### src/rtl/seg7_scan_driver.sv
// Multiplexed hex seven-segment scan driver.
// Scans DIGITS common-anode-style digit selects, decodes one nibble per slot,
// and double-buffers loaded values so the display only changes at frame wrap.
module seg7_scan_driver #(
  parameter int DIGITS = 4,
  parameter int DIV    = 4
) (
  input  logic                  clk,
  input  logic                  rst_n,
  input  logic                  load,
  input  logic [4*DIGITS-1:0]   value,
  input  logic [DIGITS-1:0]     dp_in,
  input  logic                  blank_lz,
  output logic [6:0]            seg,
  output logic                  dp,
  output logic [DIGITS-1:0]     an,
  output logic                  frame_done
);

  localparam int PW = (DIV > 1) ? $clog2(DIV) : 1;
  localparam int IW = (DIGITS > 1) ? $clog2(DIGITS) : 1;

  logic [PW-1:0]        pre;
  logic [IW-1:0]        idx;
  logic                 tick;
  logic                 wrap;
  logic [4*DIGITS-1:0]  disp_val;
  logic [DIGITS-1:0]    disp_dp;
  logic [4*DIGITS-1:0]  pend_val;
  logic [DIGITS-1:0]    pend_dp;
  logic                 pending;
  logic [DIGITS-1:0]    lz;
  logic                 zero_run;
  logic [3:0]           nib;
  logic                 blank;

  assign tick = (pre == PW'(DIV - 1));
  assign wrap = tick && (idx == IW'(DIGITS - 1));

  // Prescaler and digit index: idx steps once per slot and wraps after the last digit.
  always_ff @(posedge clk or negedge rst_n) begin
    if (!rst_n) begin
      pre <= '0;
      idx <= '0;
    end else if (tick) begin
      pre <= '0;
      idx <= wrap ? '0 : idx + 1'b1;
    end else begin
      pre <= pre + 1'b1;
    end
  end

  // Registered pulse in the cycle after the wrapping tick.
  always_ff @(posedge clk or negedge rst_n) begin
    if (!rst_n) frame_done <= 1'b0;
    else        frame_done <= wrap;
  end

  // Double buffer: loads park in the pending buffer; the display only updates at wrap,
  // where a same-cycle load bypasses the pending buffer.
  always_ff @(posedge clk or negedge rst_n) begin
    if (!rst_n) begin
      disp_val <= '0;
      disp_dp  <= '0;
      pend_val <= '0;
      pend_dp  <= '0;
      pending  <= 1'b0;
    end else if (wrap) begin
      if (load) begin
        disp_val <= value;
        disp_dp  <= dp_in;
      end else if (pending) begin
        disp_val <= pend_val;
        disp_dp  <= pend_dp;
      end
      pending <= 1'b0;
    end else if (load) begin
      pend_val <= value;
      pend_dp  <= dp_in;
      pending  <= 1'b1;
    end
  end

  // lz[k] is set when displayed nibbles k..DIGITS-1 are all zero.
  always_comb begin
    zero_run = 1'b1;
    lz       = '0;
    for (int k = DIGITS - 1; k >= 0; k--) begin
      zero_run = zero_run & (disp_val[k*4 +: 4] == 4'd0);
      lz[k]    = zero_run;
    end
  end

  assign nib   = disp_val[idx*4 +: 4];
  assign blank = blank_lz && (idx != '0) && lz[idx];

  // Hex-to-segment decode for the selected digit, with leading-zero blanking.
  always_comb begin
    seg = 7'h00;
    if (!blank) begin
      case (nib)
        4'h0: seg = 7'h7E;
        4'h1: seg = 7'h30;
        4'h2: seg = 7'h6D;
        4'h3: seg = 7'h79;
        4'h4: seg = 7'h33;
        4'h5: seg = 7'h5B;
        4'h6: seg = 7'h5F;
        4'h7: seg = 7'h70;
        4'h8: seg = 7'h7F;
        4'h9: seg = 7'h7B;
        4'hA: seg = 7'h77;
        4'hB: seg = 7'h1F;
        4'hC: seg = 7'h4E;
        4'hD: seg = 7'h3D;
        4'hE: seg = 7'h4F;
        default: seg = 7'h47;
      endcase
    end
  end

  assign dp = disp_dp[idx];
  assign an = DIGITS'(1) << idx;

endmodule

### config.mk
export PLATFORM = sky130hd
export DESIGN_NAME = seg7_scan_driver
export DESIGN_NICKNAME = d
export VERILOG_FILES = /design/src/rtl/seg7_scan_driver.sv
export SDC_FILE = /design/constraint.sdc
export NUM_CORES = 1
export LEC_CHECK = 0
export BUFFER_PORTS_ARGS = -buffer_cell sky130_fd_sc_hd__clkbuf_2
export CAP_MARGIN = 20
export CORE_MARGIN = 5
export CORE_UTILIZATION = 55
export DETAILED_ROUTE_END_ITERATION = 10
export GPL_TIMING_DRIVEN = 0
export HOLD_SLACK_MARGIN = 0.08
export PLACE_DENSITY = 0.86
export SYNTH_ARGS = -nofsm -noshare
export SYNTH_HDL_FRONTEND = slang
export SYNTH_SLANG_ARGS = --single-unit
export TNS_END_PERCENT = 5
### constraint.sdc
create_clock -name clk -period 2.8 [get_ports clk]
set_clock_uncertainty 0.15 [all_clocks]
set_input_delay 0.28 -clock clk [delete_from_list [all_inputs] [get_ports clk]]
set_output_delay 0.28 -clock clk [all_outputs]
set_load 0.02 [all_outputs]
Word level (Yosys, flattened, before mapping)
Memories as Yosys holds them, arrays and structs flattened.
Index checks and enable logic that the tools add are counted.
{ "word_totals": {"inputBits": 24, "reg_bits": 46, "mem_bits_rw": 0, "out_inout_bits": 13, "romBits": 112, "wordCells": 45, "n_memories": 1, "latch_bits": 0} }
{ "memory_table": {"columns": ["memory", "words", "word_bits", "rd", "rd_clocked_by_memory_dff", "write_ports", "line_no", "source"], "rows": [
  ["(no name shown)", 16, 7, 1, 0, 0, "101", "case (nib)"]
]} }
{ "classes": {"muxes": 13, "add_sub_neg": 2, "n_bitwise": 4, "n_mul": 0, "n_lt_le_gt_ge": 1, "shift": 2, "div_mod_pow": 0, "n_reduce_logical": 12, "n_eq_ne": 2} }
{ "op_table": {"columns": ["cell", "count"], "rows": [
  ["$mux 16", 2],
  ["$logic_not 4->1", 4],
  ["$shiftx 16x5->4", 1],
  ["$mux 4", 2],
  ["$mux 7", 1],
  ["$reduce_bool 2->1", 3],
  ["$add 2x1->2 const B", 2],
  ["$bmux 1 s2", 2],
  ["$eq 2x2->1 const B", 2],
  ["$mux 1", 4],
  ["$mux 2", 2],
  ["$reduce_and 2->1", 2],
  ["$shl 1x2->4 const A", 1],
  ["$and 1x1->1", 3],
  ["$logic_and 1x1->1", 3],
  ["$lt 2x3->1 const B", 1],
  ["$not 1->1", 1]
]} }

Longest topological paths before layout
Gate-level depths: netlist of run 1.
{ "logic_depth": {"word_depth": 8, "depth_mapped": 8, "ltp_nobuf": 7} }

Least setup slack after synthesis of run 1
No wires, ideal clock.
{ "synth_timing": {"path_kind": "register to output", "start": "register idx[0]", "end": "output port seg[6]", "t_required_ps": 2370, "n_path_buf": 1, "arrival_ps": 2177, "stages_incl_launch_ff": 8, "setup_slack_ps": 193, "path_cell_list": "dfrtp_1 -> buf_6 -> mux4_2 -> ha_1 -> or3_1 -> o21ai_0 -> o21ai_0 -> a21oi_1"} }
{ "synth_via": {"elab_chain_cells": 4, "word_cells_on_any_way": 8, "classes_between": "shift (1); mux (3); reduce/logical (3); memory (1)"} }
{ "synth_lines": {"columns": ["element", "line_no", "source"], "rows": [
  ["from (decl)", "24", "logic [IW-1:0] idx;"],
  ["from (signal assigned)", "47", "idx <= wrap ? '0 : idx + 1'b1;"],
  ["branches (longest 3 deep; another with $mem_v2 16x7)", null, null],
  ["$mux 7 (*)", "100", "if (!blank) begin"],
  ["to (decl)", "14", "output logic [6:0] seg,"]
]} }
Mark *: on every way between the ends. The select of a mux whose other input is x is not followed.

Final worst setup path of run 1
Same ends and word-level chain as after synthesis.

==> flow_summary.yaml, run 1 <==
placement:
  hpwl_mm: 3.69
  routabilityCongestion: 0.865
  portBuffers: 35
grt:
  grt_pass1_wl_mm: 8.78
  antenna_found_initial: 0
  track_usage_pct: 17.8
  grt_max_degree: 47
  overflow: 0
  first_global_vias: 1945
sta:
  tightest_slew_ns: 0.675
  drv_slew: 0
  post-route-period-util_pct: 99.7
  setup_violations: 0
  hold_violations: 0
  post-route-min-period_ns: 2.79
  fin_tns_setup_ns: 0
  rsz0062_at_grt: "true"
  max_freq_ghz: 0.358
  slew_headroom_pct: 55.0
synthesis:
  async_flop_share_pct: 100
  synthFlopType: "dfrtp_1"
  synth_seq_cells: 46
  synthCells: 223
  synth_cell_types: 34
  netlist_area_sq_um: 2490
  synth_nets: 258
  synth_seq_area_share_pct: 46.3
  synth_edf_count: 0
  ys.warnings.count: 0
  avgSynthCellArea_sq_um: 11.1
setup_path:
  crit_family: "multiplexers"
  critical-path-max-stage-delay_ns: 0.61
  r2r-end: "pend_val[15]$_DFFE_PN0P_"
  critPathMaxFanout: 4
  crit_buf_inv: 2
  cp_slowest_cell: "mux4_2"
  critPathCaptureType: "primary output"
  criticalPathCategory: "reg2out"
  crit_cells: 8
  cp_data_required_time_ns: 2.37
  ff2ff_path_depth: 7
  path_cells: "buf_6 -> mux4_2 -> ha_4 -> or3_1 -> o21ai_1 -> o21ai_1 -> a21oi_2 -> buf_6"
  reg2reg_slack_ns: 0.62
  critPathArrivalTime_ns: 2.36
  reg2reg_from: "idx[0]$_DFFE_PN0P_"
  crit_start: "idx[0]$_DFFE_PN0P_"
  crit_path_start_kind: "flop"
  crit_end: "seg[6]"
floorplanning:
  rows: 24
  start_util_pct: 56.7
  die_area_sq_um: 5960
  die_height_um: 77.2
  fp.coreArea_sq_um: 4380
  die_width_um: 77.2
  floorplan.io_pins: 37
routing:
  antenna_left: 0
  via_per_inst: 5.67
  drc: 0
  avgRoutedWirePerCell_um: 15.7
  vias: 1876
  dr.pass1.iters: 5
  drtIter0Drc: 116
  routed_wl_mm: 5.21
cts:
  cts_sinks: 46
  htreeDepth: 2
  worst_skew_pair.late_latency_ns: 0.29
  tritoncts: "yes"
  root_buffer: "clkbuf_8"
  clk_pin_slew_worst_paths_ns: 0.08
  cts_buffers: 5
  cts_buffer_depth: 2
layout:
  antennaDiodeCount: 0
  drive_above_1_share_pct: 34.8
  nNetsFinal: 314
  syn_to_final_growth_pct: 21.2
hold_path:
  hold_path_class: "in2reg"
pwr:
  p_leak_nw: 1.40
  power_mw: 1.47
  p_per_area_nw_per_um2: 489
  ir_drop_mv: 0.430
run_status:
  status: "finished, final reports clean"
flow_run:
  maxCapViolations: 0
cells in the mapped netlist, types with 2 or more instances:
master / n / share of area [%]
dfrtp_1: 46 / 46
a21oi_1: 5 / 1.0
mux2_4: 2 / 1.2
o21ai_0: 28 / 5.6
nor3_1: 2 / 0.40
buf_2: 2 / 0.40
xnor2_1: 2 / 0.70
clkbuf_1: 6 / 0.91
mux4_2: 2 / 1.8
nor4_1: 4 / 1.0
a211oi_2: 2 / 1.0
ha_1: 11 / 5.5
inv_1: 4 / 0.60
buf_6: 2 / 0.91
mux2_2: 22 / 10
a221oi_1: 2 / 0.70
nand2_1: 24 / 3.6
a211oi_1: 2 / 0.60
mux2i_1: 25 / 10
buf_4: 2 / 0.60
a31oi_1: 2 / 0.50
a211o_1: 2 / 0.70
nor2_1: 12 / 1.8
xor2_1: 2 / 0.70
cell families (layout without fill, tap and decap cells):
logic type	Yosys count	count (layout)	share of synthesized area, %
AOI/OAI and AO/OA	45	45	10.8
and+or+nand+nor	47	47	8.10
xor gates and xnor gates	4	4	1.41
buffers and inverters	18	74	3.72
muxes	52	52	24.1
adders and majority gates	11	11	5.54
DFF	46	46	46.3
area by class of cell:
class | count | area (sq um)
multi-input combinational | 159 | 1300
tap | 52 | 65.1
fill | 317 | 1370
clock inverter | 2 | 10.0
clock buffer | 5 | 68.8
buffer | 13 | 73.8
timing repair buffer | 49 | 315
sequential | 46 | 1150
inverter | 5 | 27.5
stage by stage:
stage	cells	hold slack, ns	util [%]	worst slack (ns)	area [sq um]
CTS	329	0.0802	67.0	-0.00285	2940
floorplan	223	-0.166	-	0.193	2490
global route	331	0.0851	68.7	-0.0805	3010
global placement	310	0.262	62.2	0.0915	2730
detailed placement	310	0.279	62.2	0.0780	2730
finish	331	0.0798	68.7	0.00959	3010
metal layers:
layer	share of wire, %	routed length, um	up-vias	global-route usage, %
met4	1.7	86	0	6.70
met1	42	2210	923	22.1
li1	-	-	900	-
met5	0	0	-	0
met3	3.6	189	9	3.75
met2	52	2730	44	30.1
repair_timing:
item,in CTS,in global routing
hold buffers,3,0
hold endpoints to repair,48,0
pin swaps,4,4
setup buffers,9,1
setup endpoints to repair,6,6
gates resized for setup,12,17
power by group:
group	leakage, nW	total [mW]	internal [mW]	switching [mW]
Sequential	0.544	0.768	0.722	0.0453
Clock	0.0438	0.377	0.168	0.209
Combinational	0.815	0.327	0.161	0.167
how the worst min path moves through the flow:
stage | from | end | slack [ns] | cells after the start
floorplan | rst_n | disp_dp[0]$_DFFE_PN0P_ | -0.17 | 0
finish | value[7] | pend_val[7]$_DFFE_PN0P_ | 0.08 | 2
CTS | dp_in[2] | pend_dp[2]$_DFFE_PN0P_ | 0.08 | 2
global route | value[7] | pend_val[7]$_DFFE_PN0P_ | 0.09 | 2
detailed placement | pre[0]$_DFF_PN0_ | pre[0]$_DFF_PN0_ | 0.28 | 1
global placement | pre[0]$_DFF_PN0_ | pre[0]$_DFF_PN0_ | 0.26 | 1
cell usage in the layout (no fill, tap or decap), types with 4 or more instances in the layout:
| cell type | instances |
|---|---|
| dfrtp_1 | 45 |
| clkbuf_2 | 30 |
| mux2i_1 | 25 |
| o21ai_0 | 25 |
| nand2_1 | 24 |
| mux2_2 | 22 |
| buf_4 | 13 |
| nor2_1 | 12 |
| ha_1 | 7 |
| clkbuf_1 | 6 |
| clkbuf_8 | 5 |
| buf_6 | 4 |
| a21oi_1 | 4 |
| nor4_1 | 4 |
| buf_2 | 4 |
flip-flops by register name, summed over array words and instances (netlist names):
register and flops:
pend_val 16, pend_dp 4, pending 1, pre 2
disp_dp 4, idx 2, frame_done 1, disp_val 16
Power figures use the tool's default switching activity.
==> run 2: changes to the inputs <==
PLACE_DENSITY = 0.77   (was 0.86)
==> run 2 against run 1 <==
The run now ends with setup timing left; register-to-register slack better by 0.05 ns; core utilization up 3.9 points; cell count up 4.5%; clock power up 29%; cell area up 5.6%; global-route usage up 0.24 points; setup slack worse by 0.024 ns; power up 8.5%; fmax down 0.86%; count of clock-buffer cells in the layout up 1.
==> flow_summary.yaml, run 2 (synthesis gave the netlist of run 1 again) <==
sta:
  setup_violations: 1
  max_freq_ghz: 0.355
  slew_headroom_pct: 51.5
  fin_tns_setup_ns: -0.0147
  hold_violations: 0
  post-route-period-util_pct: 101
  final.setup.worst_slack_ns: -0.0147
  drv_slew: 0
  post-route-min-period_ns: 2.81
  tightest_slew_ns: 0.728
  rsz0062_at_grt: "true"
layout:
  syn_to_final_growth_pct: 28.0
  largest_registers: "disp_val: 16 flops, pend_val: 16 flops"
  antennaDiodeCount: 0
  multi_input_area_sq_um: 1300
  fill_cells: 306
  drive_above_1_share_pct: 34.0
  nNetsFinal: 328
  final_cell_area_sq_um: 3180
  final_cell_mix: "dfrtp_1 (45), clkbuf_2 (30), o21ai_0 (26)"
  seq_area_sq_um: 1150
  finalNonFillerCells: 346
  final_common_cell: "dfrtp_1"
pwr:
  pwr-share-seq_pct: 48.0
  ir_drop_mv: 0.464
  clock_power_share_pct: 30.4
  p_sw_mw: 0.431
  power_mw: 1.60
  combPwrFrac_pct: 21.7
  p_int_mw: 1.17
  swShare_pct: 27.0
  p_per_area_nw_per_um2: 502
  p_leak_nw: 1.47
hold_path:
  hold_path_class: "in2reg"
  min_from: "value[10]"
routing:
  drtIter0Drc: 102
  vias: 1866
  antenna_left: 0
  dr.pass1.iters: 4
  via_per_inst: 5.39
  avgRoutedWirePerCell_um: 14.9
  routed_wl_mm: 5.15
  drc: 0
setup_path:
  critPathArrivalTime_ns: 2.38
  crit_start: "idx[0]$_DFFE_PN0P_"
  cp_data_required_time_ns: 2.37
  crit_path_start_kind: "flop"
  critPathMaxFanout: 4
  critPathCaptureType: "primary output"
  reg2reg_from: "idx[0]$_DFFE_PN0P_"
  criticalPathCategory: "reg2out"
grt:
  grt_max_degree: 47
  first_global_vias: 1963
  antenna_found_initial: 0
  grt_pass1_wl_mm: 8.87
  track_usage_pct: 18.0
  overflow: 0
placement:
  placed_cells: 310
  dp_slack_ns: 0.0322
  placed_area_sq_um: 2730
  routabilityCongestion: 0.834
  hpwl_mm: 3.52
  portBuffers: 35
cts:
  cts_sinks: 46
  tritoncts: "yes"
  cts_buffer_depth: 2
  clk_pin_slew_worst_paths_ns: 0.08
  htreeDepth: 2
  root_buffer: "clkbuf_8"
  worst_skew_pair.late_latency_ns: 0.30
  cts_buffers: 5
floorplanning:
  rows: 24
  die_width_um: 77.2
  start_util_pct: 56.7
  die_area_sq_um: 5960
  fp.coreArea_sq_um: 4380
  die_height_um: 77.2
  floorplan.io_pins: 37
run_status:
  violations: "setup timing"
  status: "finished, violations left"
flow_run:
  maxCapViolations: 0
run 2: cell types whose count changed in the layout (fill, tap and decap cells not counted), sizes merged:
| cell | change |
|---|---|
| clkbuf | +1 |
| dlygate4sd3 | +13 |
| buf | +1 |
| clkinvlp | +1 |
| bufinv | +1 |
| clkinv | -2 |
run 2: path summary, 6_finish.rpt:
check / cells past startpoint / slack [ns] / to
worst max register to register: 7 / 0.67 / pend_val[8]$_DFFE_PN0P_
worst min register to register: 1 / 0.28 / pre[0]$_DFF_PN0_
min in group asynchronous: 2 / 0.34 / pend_dp[1]$_DFFE_PN0P_
worst min-delay path: 2 / 0.08 / pend_val[10]$_DFFE_PN0P_
worst max-delay path: 9 / -0.01 / seg[6]
max in group asynchronous: 3 / 1.63 / disp_val[14]$_DFFE_PN0P_
run 2: routing by layer:
metal | track usage (%) | routed length (um) | vias to the layer above
met2 | 31.1 | 2650 | 31
met4 | 5.15 | 72 | 0
met1 | 22.6 | 2250 | 893
li1 | - | - | 934
met5 | 0 | 0 | -
met3 | 3.86 | 174 | 8
run 2: critical path, stage by stage, from the launching register on:
cell and delay (ns):
dfrtp_1 0.37, buf_6 0.14, mux4_2 0.58, inv_2 0.11, ha_2 0.20, nor2_1 0.05
a211o_1 0.28, o21ai_1 0.10, a21oi_2 0.08, buf_4 0.17
run 2: metrics by stage:
stage	hold slack [ns]	util [%]
floorplan	-0.166	-
global placement	0.264	62.2
detailed placement	0.269	62.2
CTS	0.0812	70.4
global route	0.0814	72.6
finish	0.0833	72.6
run 2: power by group through the flow:
stage          sequential [mW]  combinational (mW)  clock (mW)
2_1_floorplan            0.765               0.202           0
3_3_place_gp             0.775               0.274           0
3_5_place_dp             0.779               0.282           0
4_1_cts                  0.765               0.325       0.493
5_1_grt                  0.774               0.384       0.527
6_report                 0.766               0.346       0.485
run 2: layout make-up:
cell class | instances | share of cell area (%)
Inverter | 5 | 0.708
Sequential cell | 46 | 36.2
Clock buffer | 6 | 2.28
Multi-Input combinational cell | 159 | 40.8
Buffer | 13 | 2.32
Clock inverter | 2 | 1.18
Tap cell | 52 | 2.04
Timing Repair Buffer | 63 | 14.4
run 2: what timing repair did:
item | CTS | global route
setup buffers | 8 | 3
pin swaps | 6 | 4
hold buffers | 15 | 1
gates resized for setup | 15 | 14
endpoints found under the hold margin | 60 | 1
endpoints found under the setup margin | 5 | 7
